==> config.mk <==
export PLATFORM = sky130hd
export DESIGN_NAME = psum_writeback
export DESIGN_NICKNAME = d
export VERILOG_FILES = /design/src/rtl/psum_writeback.sv
export SDC_FILE = /design/constraint.sdc
export NUM_CORES = 1
export LEC_CHECK = 0
export ABC_CLOCK_PERIOD_IN_PS = 2800
export CORE_ASPECT_RATIO = 0.8
export CORE_MARGIN = 3
export CORE_UTILIZATION = 52
export DETAILED_ROUTE_END_ITERATION = 8
export GPL_ROUTABILITY_DRIVEN = 0
export GPL_TIMING_DRIVEN = 0
export PLACE_DENSITY = 0.83
export SETUP_SLACK_MARGIN = 0.02
export SLEW_MARGIN = 10
export SYNTH_ARGS = -nofsm -noshare
export SYNTH_HDL_FRONTEND = slang
export SYNTH_SLANG_ARGS = --single-unit
==> constraint.sdc <==
create_clock -name clk -period 2.8 [get_ports clk]
set_input_delay 0.7 -clock clk [delete_from_list [all_inputs] [get_ports clk]]
set_output_delay 0.7 -clock clk [all_outputs]
set_load 0.005 [all_outputs]
==> src/rtl/psum_writeback.sv <==
// Drains 8-lane partial-sum words from the output FIFO into the psum SRAM: overwrite on the first pass, read-modify-write accumulate after.
// Define PSUM_SAT_EN for saturating lane adds; by default the lane adds wrap.
module psum_writeback #(
   parameter int col     = 8,
   parameter int psum_bw = 16,
   parameter int addr_bw = 7,
   parameter int nij     = 16
) (
   input  logic                      clk,
   input  logic                      reset,
   input  logic                      start,
   input  logic                      first,
   input  logic [addr_bw-1:0]        base,
   input  logic [col*psum_bw-1:0]    of_out,
   input  logic                      of_valid,
   output logic                      of_rd,
   input  logic [col*psum_bw-1:0]    P_Q,
   output logic [col*psum_bw-1:0]    P_D,
   output logic [addr_bw-1:0]        P_A,
   output logic                      P_CEN,
   output logic                      P_WEN,
   output logic                      busy,
   output logic                      done
);

   localparam int word_bw = col * psum_bw;
   localparam int cnt_bw  = (nij > 1) ? $clog2(nij) : 1;
   localparam logic [cnt_bw-1:0] cnt_last = cnt_bw'(nij - 1);

   typedef enum logic [2:0] {IDLE, POP, RD, ACC, WR, DONE} state_t;

   state_t               state, state_nxt;
   logic                 first_r;
   logic [addr_bw-1:0]   base_r;
   logic [cnt_bw-1:0]    cnt;
   logic [word_bw-1:0]   word_r, sum_r, sum_nxt;
   logic [addr_bw-1:0]   addr;

   // Lanes are independent two's-complement adds; no carry crosses a lane boundary.
   function automatic logic [psum_bw-1:0] lane_add(input logic [psum_bw-1:0] a,
                                                   input logic [psum_bw-1:0] b);
`ifdef PSUM_SAT_EN
      logic [psum_bw:0] s;
      s = {a[psum_bw-1], a} + {b[psum_bw-1], b};
      if (s[psum_bw] != s[psum_bw-1])
         lane_add = s[psum_bw] ? {1'b1, {(psum_bw-1){1'b0}}} : {1'b0, {(psum_bw-1){1'b1}}};
      else
         lane_add = s[psum_bw-1:0];
`else
      lane_add = a + b;
`endif
   endfunction

   // Address wraps modulo 2^addr_bw by construction of the adder width.
   assign addr = base_r + addr_bw'(cnt);

   always_comb begin
      sum_nxt = '0;
      for (int l = 0; l < col; l++)
         sum_nxt[l*psum_bw +: psum_bw] = lane_add(word_r[l*psum_bw +: psum_bw],
                                                  P_Q[l*psum_bw +: psum_bw]);
   end

   always_comb begin
      // NOTE: every output gets a default before the case so no path leaves one unassigned (no latch).
      state_nxt = state;
      of_rd     = 1'b0;
      P_CEN     = 1'b1;
      P_WEN     = 1'b1;
      P_A       = '0;
      P_D       = '0;
      busy      = (state != IDLE);
      done      = (state == DONE);
      case (state)
         IDLE: if (start) state_nxt = POP;
         POP: begin
            of_rd = of_valid;
            if (of_valid) state_nxt = first_r ? WR : RD;
         end
         RD: begin
            P_CEN     = 1'b0;
            P_A       = addr;
            state_nxt = ACC;
         end
         ACC: state_nxt = WR;
         WR: begin
            P_CEN     = 1'b0;
            P_WEN     = 1'b0;
            P_A       = addr;
            P_D       = first_r ? word_r : sum_r;
            state_nxt = (cnt == cnt_last) ? DONE : POP;
         end
         DONE:    state_nxt = IDLE;
         default: state_nxt = IDLE;
      endcase
   end

   always_ff @(posedge clk or negedge reset) begin
      if (!reset) begin
         state   <= IDLE;
         first_r <= 1'b0;
         base_r  <= '0;
         cnt     <= '0;
         word_r  <= '0;
         sum_r   <= '0;
      end else begin
         // NOTE: non-blocking assignments so every register samples pre-edge values.
         state <= state_nxt;
         case (state)
            IDLE: if (start) begin
               first_r <= first;
               base_r  <= base;
               cnt     <= '0;
            end
            POP: if (of_valid) word_r <= of_out;
            ACC: sum_r <= sum_nxt;
            WR:  if (cnt != cnt_last) cnt <= cnt + cnt_bw'(1);
            default: ;
         endcase
      end
   end

endmodule

==> flow_summary.yaml <==
cts:
  path_clk_slew_ns: 0.06
  h-tree-depth: 1
  cts_tree: "done"
  cts-buffers-inserted: 31
  clk_root_buffer_cell: "clkbuf_16"
  cts_buffer_depth: 3
  clkSinkCount: 271
  clkLatencyLatePin_ns: 0.57
sta:
  fin_skew_ns: 0.0116
  worst_slack_ns: -0.368
  period_needed_ns: 3.17
  fmax_mhz: 316
  setup_viol: 62
  slew-limit-headroom_pct: 30.0
  timing.final.max_slew_violations: 0
  rsz0062_at_grt: "yes"
  final_hold_viol_count: 0
  post-route-period-util_pct: 113
  worst_pin_slew_ns: 1.05
global_routing:
  overflow: 0
  grt_pass1_vias: 17300
  grt_max_degree: 106
  grt_antenna_before_repair: 13
  grt_pass1_wl_microns: 95400
  grt_util_all_layers_pct: 33.4
finish:
  drive_gt1_share_pct: 17.7
  fin_area_sq_mm: 0.0248
  area.growth.synth_to_final_pct: 40.6
  layout.nets: 2731
  fin_cells: 2787
floorplanning:
  row_count: 59
  dieArea_sq_mm: 0.0362
  ios: 408
  coreArea_sq_mm: 0.0330
  die_h_microns: 171
  start_util_pct: 53.5
  die-width_microns: 212
logic_synthesis:
  yosys_most_used_dff: "dfrtp_1"
  netlist_top_cells_count: "dfrtp_1 (271), nand2_1 (206), nor2_1 (179)"
  syn_avg_cell_area_sq_um: 9.65
  synth-seq-cells: 271
  ys_top_cells_by_area: "dfrtp_1 (38%), ha_1 (8.9%), mux2_1 (8.6%), mux2i_1 (7.4%), nand2_1 (4.4%)"
  synth.top_cell.area_share_pct: 38.4
  synth_area_sq_mm: 0.0177
  ys_seq_area_share_pct: 38.4
  yosysWarningCount: 0
  synth_top_area_cell: "dfrtp_1"
  ys_types: 70
  async_flop_share_pct: 100
  synth_edf_count: 0
  netlist_instances: 1830
  synth_most_common_cell: "dfrtp_1"
  syn_nets: 2232
job:
  cap_violations: 0
route:
  drtIter0Drc: 1579
  routed-via-count: 17200
  antenna_left: 0
  drtPass1Iterations: 5
  wl_per_cell_microns: 22.8
  viasPerCell: 6.16
  drc: 0
  wl_microns: 63700
worst_setup_path:
  crit_buf_inv: 2
  crit_start: "cnt[0]"
  crit_fanout: 2
  crit_path_cell_trace: "ha_2 > inv_2 > fa_2 > nor2b_2 > o21ai_1 > nand2b_1 > nand3_2 > xor2_1 > nor2_1 > buf_2"
  slowest_stage: "dfrtp_1"
  rr_startpoint: "state[0]"
  crit_path_end_kind: "output port"
  critical_path_class: "flip-flop to output port"
  cp.required_ns: 2.10
  cpLargestDelayFamily: "adder cells"
  cp_data_arrival_time_ns: 2.47
  critical-path-max-stage-delay_ns: 0.38
  startpoint_type: "flip-flop"
status:
  violations: "negative setup slack"
  status: "complete, but fails checks"
power_and_ir_drop:
  p_leak_nw: 11.4
  powerDensity_mw_per_mm2: 1130
  ir_drop_mv: 0.507
  power_w: 0.0281
placed_design:
  port_buffers: 407
  dp_hpwl_microns: 44500
  placed_cell_area_sq_mm: 0.0223
  dpl.cell_count: 2666
min_path:
  hold_class: "input pin to async pin"
==> metal layers <==
| metal | vias up | share of wire (%) | GRT usage [%] |
|---|---|---|---|
| met4 | 8 | 4.7 | 14.1 |
| met5 | - | 0.069 | 0 |
| met3 | 216 | 8.9 | 7.09 |
| li1 | 7608 | - | - |
| met2 | 960 | 47 | 54.8 |
| met1 | 8365 | 40 | 43.3 |
==> registers in the layout, indices dropped and copies added, names as in the netlist <==
name and cells:
base_r 7, sum_r 128, first_r 1, cnt 4, state 3, word_r 128
==> cells by family after synthesis <==
| group | Yosys count | share of synthesized area (%) |
|---|---|---|
| AND/OR/NAND/NOR | 525 | 12.9 |
| AO/OA/AOI/OAI | 420 | 15.3 |
| flip-flops | 271 | 38.4 |
| multiplexers | 268 | 16.2 |
| adder cells (fa/ha/maj) | 134 | 9.88 |
| buffers and inverters | 119 | 2.71 |
| XOR/XNOR | 93 | 4.61 |
==> power by group <==
| group | total, W | switching (W) | internal [W] |
|---|---|---|---|
| Combinational | 0.0163 | 0.00903 | 0.00730 |
| Sequential | 0.00748 | 0.00157 | 0.00591 |
| Clock | 0.00429 | 0.00172 | 0.00257 |
==> timing repair <==
item                       4_1_cts  5_1_grt
resized for setup              681      158
hold buffers                     0        0
pin swaps                       57       41
cloned                           8        1
setup endpoints to repair      254      131
buffers inserted                32       22
==> per-stage QoR <==
stage          hold slack [ns]  worst slack [ns]  util, %  setup TNS (ns)
6_report                0.0881            -0.368     75.2           -4.54
5_1_grt                  0.110            -0.419     75.2          -10.88
4_1_cts                 0.0934            -0.322     73.8           -4.01
3_5_place_dp             0.465            -0.971     67.7         -138.87
3_3_place_gp             0.457            -10.93     67.5        -3079.78
2_1_floorplan            0.404             0.117        -               0
==> path summary, 6_finish.rpt <==
path	endpoint	slack [ns]	depth (start not counted)
max	P_A[6]	-0.37	10
min	word_r[27]	0.09	1
max reg2reg	word_r[24]	-0.04	8
min reg2reg	sum_r[80]	0.48	2
max in group asynchronous	sum_r[106]	1.72	2
min in group clk	sum_r[80]	0.48	2
==> layout make-up <==
class | count | area, sq um
clock buffers | 47 | 906
diodes | 9 | 22.5
fillers | 2196 | 8170
repair buffers | 471 | 4520
well taps | 427 | 534
plain buffers | 82 | 699
inverters | 32 | 128
clock inverters | 8 | 140
multi-input cells | 1440 | 11100
flip-flops and latches | 271 | 6790
==> placed cells by master (no fill, tap or decap), drive strengths merged, types with 52 or more instances in the layout <==
| cell | Yosys | layout |
|---|---|---|
| nor2 | 180 | 180 |
| mux2 | 137 | 137 |
| dfrtp | 271 | 271 |
| xnor2 | 52 | 52 |
| o21ai | 137 | 137 |
| ha | 125 | 125 |
| nand2 | 206 | 206 |
| clkbuf | 54 | 119 |
| a21oi | 91 | 91 |
| buf | 33 | 180 |
| clkdlybuf4s50 | 0 | 267 |
| mux2i | 131 | 131 |
No activity file was read; power rests on OpenSTA's default activity.
